$ cat src/rtl/msg_seq_pkg.sv
// Shared types and constants for the message sequencer and its tick dividers.
package msg_seq_pkg;

  // Sequencer FSM states.
  typedef enum logic [2:0] {
    ST_IDLE     = 3'd0,
    ST_LOAD     = 3'd1,
    ST_FETCH    = 3'd2,
    ST_WAIT_RDY = 3'd3,
    ST_SEND     = 3'd4,
    ST_GAP      = 3'd5
  } state_t;

  // Board-rate defaults: CHAR_DIV gives roughly one character slot per UART frame
  // at the board clock, AUTO_DIV gives an auto repeat a few times per second.
  localparam int unsigned DEFAULT_CHAR_DIV = 78105;
  localparam int unsigned DEFAULT_AUTO_DIV = 33554432;

  // Shorter auto period so auto repeats are reachable in simulation.
  localparam int unsigned SIM_AUTO_DIV = 524288;

  // Counter width needed to count 0..div-1 (never less than one bit).
  function automatic int unsigned divWidth(input int unsigned div);
    return (div > 1) ? $clog2(div) : 1;
  endfunction

endpackage

$ cat src/rtl/msg_sequencer_tick_div.sv
// Free-running divider producing a one-cycle pulse every DIV clock cycles.
module tick_div
  import msg_seq_pkg::*;
#(
  parameter int unsigned DIV = 4
) (
  input  logic i_clk,
  input  logic i_rst_n,
  output logic o_tick
);

  localparam int unsigned CNT_W = divWidth(DIV);
  localparam logic [CNT_W-1:0] LAST = CNT_W'(DIV - 1);

  logic [CNT_W-1:0] r_count;

  // Count 0..DIV-1 and wrap; the pulse marks the last count of each period.
  always_ff @(posedge i_clk or negedge i_rst_n) begin
    if (!i_rst_n) begin
      r_count <= '0;
    end else if (r_count == LAST) begin
      r_count <= '0;
    end else begin
      r_count <= r_count + CNT_W'(1);
    end
  end

  assign o_tick = (r_count == LAST);

endmodule

$ cat src/rtl/msg_sequencer.sv
// Streams one stored message from the character ROM into the UART transmitter,
// started by a button press or a periodic auto trigger, with ready/start handshake.
module msg_sequencer
  import msg_seq_pkg::*;
#(
  parameter int unsigned SEL_W    = 4,
  parameter int unsigned ADDR_W   = 6,
  parameter int unsigned LEN_W    = 6,
  parameter int unsigned DATA_W   = 8,
  parameter int unsigned CHAR_DIV = DEFAULT_CHAR_DIV,
  parameter int unsigned AUTO_DIV = DEFAULT_AUTO_DIV
) (
  input  logic              sysclk,
  input  logic              rst_n,
  input  logic [SEL_W-1:0]  sel,
  input  logic              btn_send,
  input  logic              btn_auto,
  input  logic              abort,
  output logic [SEL_W-1:0]  desc_sel,
  input  logic [ADDR_W-1:0] desc_base,
  input  logic [LEN_W-1:0]  desc_len,
  output logic [ADDR_W-1:0] rom_addr,
  input  logic [DATA_W-1:0] rom_data,
  input  logic              tx_ready,
  output logic              tx_start,
  output logic [DATA_W-1:0] tx_data,
  output logic              busy,
  output logic              auto_on,
  output logic              done
);

  state_t            r_state;
  logic [SEL_W-1:0]  r_sel;
  logic [ADDR_W-1:0] r_base;
  logic [LEN_W-1:0]  r_len;
  logic [LEN_W-1:0]  r_idx;
  logic [DATA_W-1:0] r_char;
  logic              r_captured;
  logic              r_pending;
  logic              r_abort;
  logic              r_auto_on;
  logic              r_tx_start;
  logic [DATA_W-1:0] r_tx_data;
  logic [ADDR_W-1:0] r_rom_addr;
  logic              r_done;

  logic              w_char_tick;
  logic              w_auto_tick;
  logic              w_trigger;
  logic              w_busy;
  logic              w_abort_seen;
  logic [ADDR_W-1:0] w_next_addr;
  logic [DATA_W-1:0] w_char;

  tick_div #(.DIV(CHAR_DIV)) u_char_div (
    .i_clk   (sysclk),
    .i_rst_n (rst_n),
    .o_tick  (w_char_tick)
  );

  tick_div #(.DIV(AUTO_DIV)) u_auto_div (
    .i_clk   (sysclk),
    .i_rst_n (rst_n),
    .o_tick  (w_auto_tick)
  );

  // A button press and an auto tick in the same cycle merge into one trigger.
  assign w_trigger    = btn_send | (w_auto_tick & r_auto_on);
  assign w_busy       = (r_state != ST_IDLE);
  // An abort arriving in the very cycle the gap ends still stops the message.
  assign w_abort_seen = r_abort | abort;
  // Address arithmetic wraps around the ROM instead of saturating.
  assign w_next_addr  = r_base + ADDR_W'(r_idx);
  // The first WAIT_RDY cycle sees the ROM word directly; later cycles use the held copy.
  assign w_char       = r_captured ? r_char : rom_data;

  // The table sees the live switches only while idle so a message cannot change mid-stream.
  assign desc_sel = (r_state == ST_IDLE) ? sel : r_sel;
  assign rom_addr = r_rom_addr;
  assign tx_start = r_tx_start;
  assign tx_data  = r_tx_data;
  assign busy     = w_busy;
  assign auto_on  = r_auto_on;
  assign done     = r_done;

  // Each auto button pulse flips auto mode.
  always_ff @(posedge sysclk or negedge rst_n) begin
    if (!rst_n) begin
      r_auto_on <= 1'b0;
    end else if (btn_auto) begin
      r_auto_on <= ~r_auto_on;
    end
  end

  // Message FSM with registered strobes, pending-trigger and abort bookkeeping.
  always_ff @(posedge sysclk or negedge rst_n) begin
    if (!rst_n) begin
      r_state    <= ST_IDLE;
      r_sel      <= '0;
      r_base     <= '0;
      r_len      <= '0;
      r_idx      <= '0;
      r_char     <= '0;
      r_captured <= 1'b0;
      r_pending  <= 1'b0;
      r_abort    <= 1'b0;
      r_tx_start <= 1'b0;
      r_tx_data  <= '0;
      r_rom_addr <= '0;
      r_done     <= 1'b0;
    end else begin
      r_tx_start <= 1'b0;
      r_done     <= 1'b0;

      if (w_busy && w_trigger) begin
        r_pending <= 1'b1;
      end
      if (w_busy && abort) begin
        r_abort <= 1'b1;
      end

      case (r_state)
        ST_IDLE: begin
          r_sel   <= sel;
          r_abort <= 1'b0;
          if (w_trigger || r_pending) begin
            r_pending <= 1'b0;
            r_state   <= ST_LOAD;
          end
        end

        ST_LOAD: begin
          r_base     <= desc_base;
          r_len      <= desc_len;
          r_idx      <= '0;
          r_rom_addr <= desc_base;
          if (desc_len == '0) begin
            r_done  <= 1'b1;
            r_state <= ST_IDLE;
          end else begin
            r_state <= ST_FETCH;
          end
        end

        ST_FETCH: begin
          r_captured <= 1'b0;
          r_state    <= ST_WAIT_RDY;
        end

        ST_WAIT_RDY: begin
          if (!r_captured) begin
            r_char     <= rom_data;
            r_captured <= 1'b1;
          end
          if (tx_ready) begin
            r_tx_data  <= w_char;
            r_tx_start <= 1'b1;
            r_state    <= ST_SEND;
          end
        end

        ST_SEND: begin
          r_idx   <= r_idx + LEN_W'(1);
          r_state <= ST_GAP;
        end

        ST_GAP: begin
          if (w_char_tick) begin
            if ((r_idx == r_len) || w_abort_seen) begin
              r_done  <= 1'b1;
              r_state <= ST_IDLE;
            end else begin
              r_rom_addr <= w_next_addr;
              r_state    <= ST_FETCH;
            end
          end
        end

        default: begin
          r_state <= ST_IDLE;
        end
      endcase
    end
  end

endmodule

$ cat config.mk
export PLATFORM = sky130hd
export DESIGN_NAME = msg_sequencer
export DESIGN_NICKNAME = d
export VERILOG_FILES = /design/src/rtl/msg_seq_pkg.sv /design/src/rtl/msg_sequencer_tick_div.sv /design/src/rtl/msg_sequencer.sv
export SDC_FILE = /design/constraint.sdc
export NUM_CORES = 1
export LEC_CHECK = 0
export BUFFER_PORTS_ARGS = -buffer_cell sky130_fd_sc_hd__buf_2
export CAP_MARGIN = 15
export CORE_ASPECT_RATIO = 1.25
export CORE_MARGIN = 2
export CORE_UTILIZATION = 55
export CTS_BUF_LIST = sky130_fd_sc_hd__clkbuf_4
export DETAILED_ROUTE_END_ITERATION = 8
export PLACE_DENSITY = 0.78
export RECOVER_POWER = 50
export SYNTH_ARGS = -nofsm -noshare
export SYNTH_HDL_FRONTEND = slang
export SYNTH_SLANG_ARGS = --single-unit
$ cat constraint.sdc
create_clock -name sysclk -period 3 [get_ports sysclk]
set_input_delay 0.6 -clock sysclk [delete_from_list [all_inputs] [get_ports sysclk]]
set_output_delay 0.6 -clock sysclk [all_outputs]
set_load 0.03 [all_outputs]
==> results by group <==
Run status
  – Result of the run: finished, violations left
  – Violated checks: max-capacitance violations, max-slew violations

Timing
  – Worst rel slew slack: -0.5231
  – Fin crit period: between 2 and 3 ns
  – Sum Neg Setup Slack: 0 ns
  – Number of failing setup endpoints in the final timing report: 0
  – Transition time at the pin with the least slew margin: 2.285 ns
  – Top achievable clock speed: approximately 390 MHz
  – Crit share post-route: 0.8455
  – Final count of hold timing violations: 0
  – Final setup skew: roughly 0.026 ns
  – Max Slew Vio Count: between 40 and 50
  – RSZ-0062 raised after global routing: no

Floorplan
  – Initial standard-cell utilization of the core: 0.5674
  – Boundary Pins: 52
  – Cell Rows: 36
  – Total Die Area: 8777 µm²
  – Die boundary width: approximately 84 µm
  – Area of the core region: 7792 µm²
  – Vertical extent of the die: about 100 µm

GRT
  – Total global routing overflow: 0
  – GR Util met1: 0.2733
  – Global routing usage summed across all routing layers: 0.2114
  – Maximum number of pins on one net before global-route repair: 43
  – Number of antenna violations at the first check in global routing: 1
  – Number of global-route vias before repair: 3112
  – Global-route track usage on met2: 0.3435
  – Global-route wire length before repair: roughly 15000 µm
  – Global routing met3 resource utilization: 0.04603
  – GRT busiest layer: met2

Hold path
  – Depth of the worst hold-timing path: 2
  – HP Start: btn_auto
  – Endpoint, Worst Hold: auto_on
  – Type of the most critical hold path: input pin to flip-flop

Layout
  – Share of the core filled with cells in the final layout: 0.6405
  – Layout net count: between 400 and 500
  – Filler cell count: a little over 600
  – Layout Area Growth over Synthesis: 12.87%
  – Ratio of cells with drive above 1 in the final layout: 0.2418

Clocking
  – Clock Pin Slew Worst Setup and Hold Paths: ~0.14 ns
  – Number of buffers added for setup after CTS: 0
  – Latest clock arrival within the worst-skew pair: between 0.4 and 0.5 ns
  – H-tree depth: 3
  – Hold_buf cts: 0
  – Clock tree from TritonCTS: built
  – Cell chosen for the clock root: clkbuf_4
  – Number of gates resized after CTS: 0
  – Worst-case clock buffer depth: 2
  – Number of buffers created by CTS: 9
  – Clk sink count: between 90 and 100

Route
  – Antenna-violating nets left: 0
  – # DRC: 0
  – Vias post-DR: 3035
  – Detailed Route WL: roughly 8400 µm
  – 1st-pass router iterations: 4
  – WL per Instance: between 15 and 20 µm
  – Iteration-0 DRC Markers: between 150 and 200
  – Vias per cell: ~5.5

Yosys
  – Count of mapped cells out of synthesis: 395
  – Mapped Avg Cell Area: between 10 and 15 µm²
  – Leading register cell type out of synthesis: dfrtp_1
  – Number of register bits inferred by synthesis: 95
  – Synthesized Nets: ~440
  – Number of enable-type register cells in the synthesized netlist: 0
  – Mapped Area: between 4000 and 5000 µm²
  – Most numerous cell in the Yosys netlist: dfrtp_1
  – Dominant combinational cell family by area after synthesis: simple AND/OR/NAND/NOR gates
  – Commonest cells in the netlist: dfrtp_1, nor2_1, nand2_1, mux2_2, xnor2_1
  – Area fraction of the dominant cell type after synthesis: 0.5376
  – Distinct cells, synth: 45
  – Complex-gate fraction of the synthesized area: 0.05490
  – Post-Synth Adder-Cell Area: 0.02999
  – Largest cells by area after synthesis: dfrtp_1, mux2_2, xnor2_1, xor2_1, nor2_1
  – Synthesized-area fraction occupied by and/or/nand/nor cells: 0.1590
  – Post-Synth XOR/XNOR Area: 0.09508
  – Ys Warns: 0
  – Cell type contributing the most total cell area after synthesis: dfrtp_1
  – Seq/Total Area, Yosys: 0.5376
  – Proportion of synthesized flip-flops having asynchronous set or reset: 1.000
  – Post-synthesis mux area share: 0.1064

Critical path
  – Count of buffering cells on the critical path with inverters included: 2
  – Internal reg-to-reg setup slack: between 0.5 and 0.6 ns
  – Maximum fanout encountered on the critical timing path: 12
  – Capturing element type of the critical path: output pin
  – Critical path, cell by cell: nor3_1, buf_4, mux2_2, buf_2
  – R2R Path End: rom_addr[0]
  – R2r startpoint: u_char_div.r_count[9]
  – Cell family with most CP delay: flip-flops
  – CP peak stage delay: roughly 0.54 ns
  – Crit path required time: about 2.4 ns
  – Register-to-Register Path Depth: 4
  – Signal arrival time at the worst endpoint: 1.94 ns
  – Slowest stage cell on the critical path: dfrtp_1
  – Worst setup path class: flip-flop to output pin
  – Worst Setup Start Kind: flip-flop

Power and ir drop
  – Maximum resistive drop on vdd: slightly below 0.4 mV
  – Pwr dens: approximately 440 nW/µm²
  – Lkg Pwr: around 2.3 nW

Placement
  – Number of port buffers: 51
  – Weighted congestion at the end of routability-driven global placement: 0.8721
  – Post-detailed-placement half-perimeter wirelength: between 6000 and 7000 µm

Run
  – Max capacitance violation total: 1
where the power goes:
group | internal (W) | switching, W | total, W
clock | 0.000349 | 0.000457 | 0.000806
sequential | 0.00130 | 0.0000144 | 0.00131
combinational | 0.0000408 | 0.0000628 | 0.000104
total | 0.00169 | 0.000534 | 0.00222
cells by family (layout without fill, tap and decap cells):
group | count (synthesis) | after routing
flip-flops | 95 | 95
AO/OA/AOI/OAI | 37 | 37
buffers and inverters | 20 | 84
AND/OR/NAND/NOR | 142 | 142
multiplexers | 43 | 43
adder cells (fa/ha/maj) | 10 | 10
other | 0 | 1
XOR/XNOR | 48 | 48
worst reg2reg max path, cell delays in order, from the launching register on:
cell     delay [ns]
dfrtp_1        0.44
or4_4          0.55
or4_4          0.53
o31ai_4        0.43
mux2_2         0.39
worst max-delay path by stage:
| stage | startpoint | end | slack (ns) | cells past startpoint |
|---|---|---|---|---|
| floorplan | u_char_div.r_count[10] | rom_addr[0] | 0.71 | 4 |
| global placement | u_char_div.r_count[10] | rom_addr[4] | 0.63 | 4 |
| detailed placement | u_char_div.r_count[9] | rom_addr[0] | 0.58 | 4 |
| CTS | r_state[2] | desc_sel[3] | 0.43 | 4 |
| global route | rst_n | u_char_div.r_count[14] | 0.17 | 2 |
| finish | r_state[2] | desc_sel[3] | 0.46 | 4 |
layer usage:
metal  wire (µm)  up-vias
met1        3695     1492
li1            -     1485
met3         242       13
met5           0        -
met4         166        0
met2        4281       45
layout by cell type (no fill, tap or decap), types with 15 or more instances in the layout:
| cell | synthesis | routed |
|---|---|---|
| xor2_1 | 18 | 18 |
| buf_2 | 0 | 50 |
| nor2_1 | 39 | 39 |
| mux2_2 | 32 | 32 |
| nand2_1 | 37 | 37 |
| xnor2_1 | 30 | 30 |
| dfrtp_1 | 95 | 95 |
| o21ai_0 | 15 | 15 |
| nand3_1 | 16 | 16 |
registers in the layout (all words and copies together), names as in the netlist:
register            flops
u_auto_div.r_count     25
u_char_div.r_count     17
r_char                  8
tx_data                 8
r_base                  6
r_idx                   6
r_len                   6
rom_addr                6
r_sel                   4
r_state                 3
auto_on                 1
done                    1
r_abort                 1
r_captured              1
r_pending               1
tx_start                1
final cells by class:
cell class,instances,area [µm²],area share
tap,95,118.9,0.02382
timing repair buffer,57,309.0,0.06192
inverter,11,41.29,0.008273
clock inverter,7,105.1,0.02106
antenna,1,2.502,0.0005014
sequential,95,2377,0.4763
multi-input combinational,280,1969,0.3946
clock buffer,9,67.56,0.01354
through the flow:
stage / worst slack, ns / hold WS (ns) / power, W / area [µm²] / instances
finish: 0.4635 / 0.3032 / 0.002220 / 4991 / 555
global route: 0.1685 / 0.2565 / 0.002321 / 4991 / 555
CTS: 0.4291 / 0.1088 / 0.002242 / 4995 / 554
detailed placement: 0.5835 / 0.4550 / 0.001442 / 4822 / 538
global placement: 0.6349 / 0.4502 / 0.001437 / 4822 / 538
floorplan: 0.7137 / 0.3044 / 0.001374 / 4422 / 395
No activity file was read; power rests on OpenSTA's default activity.
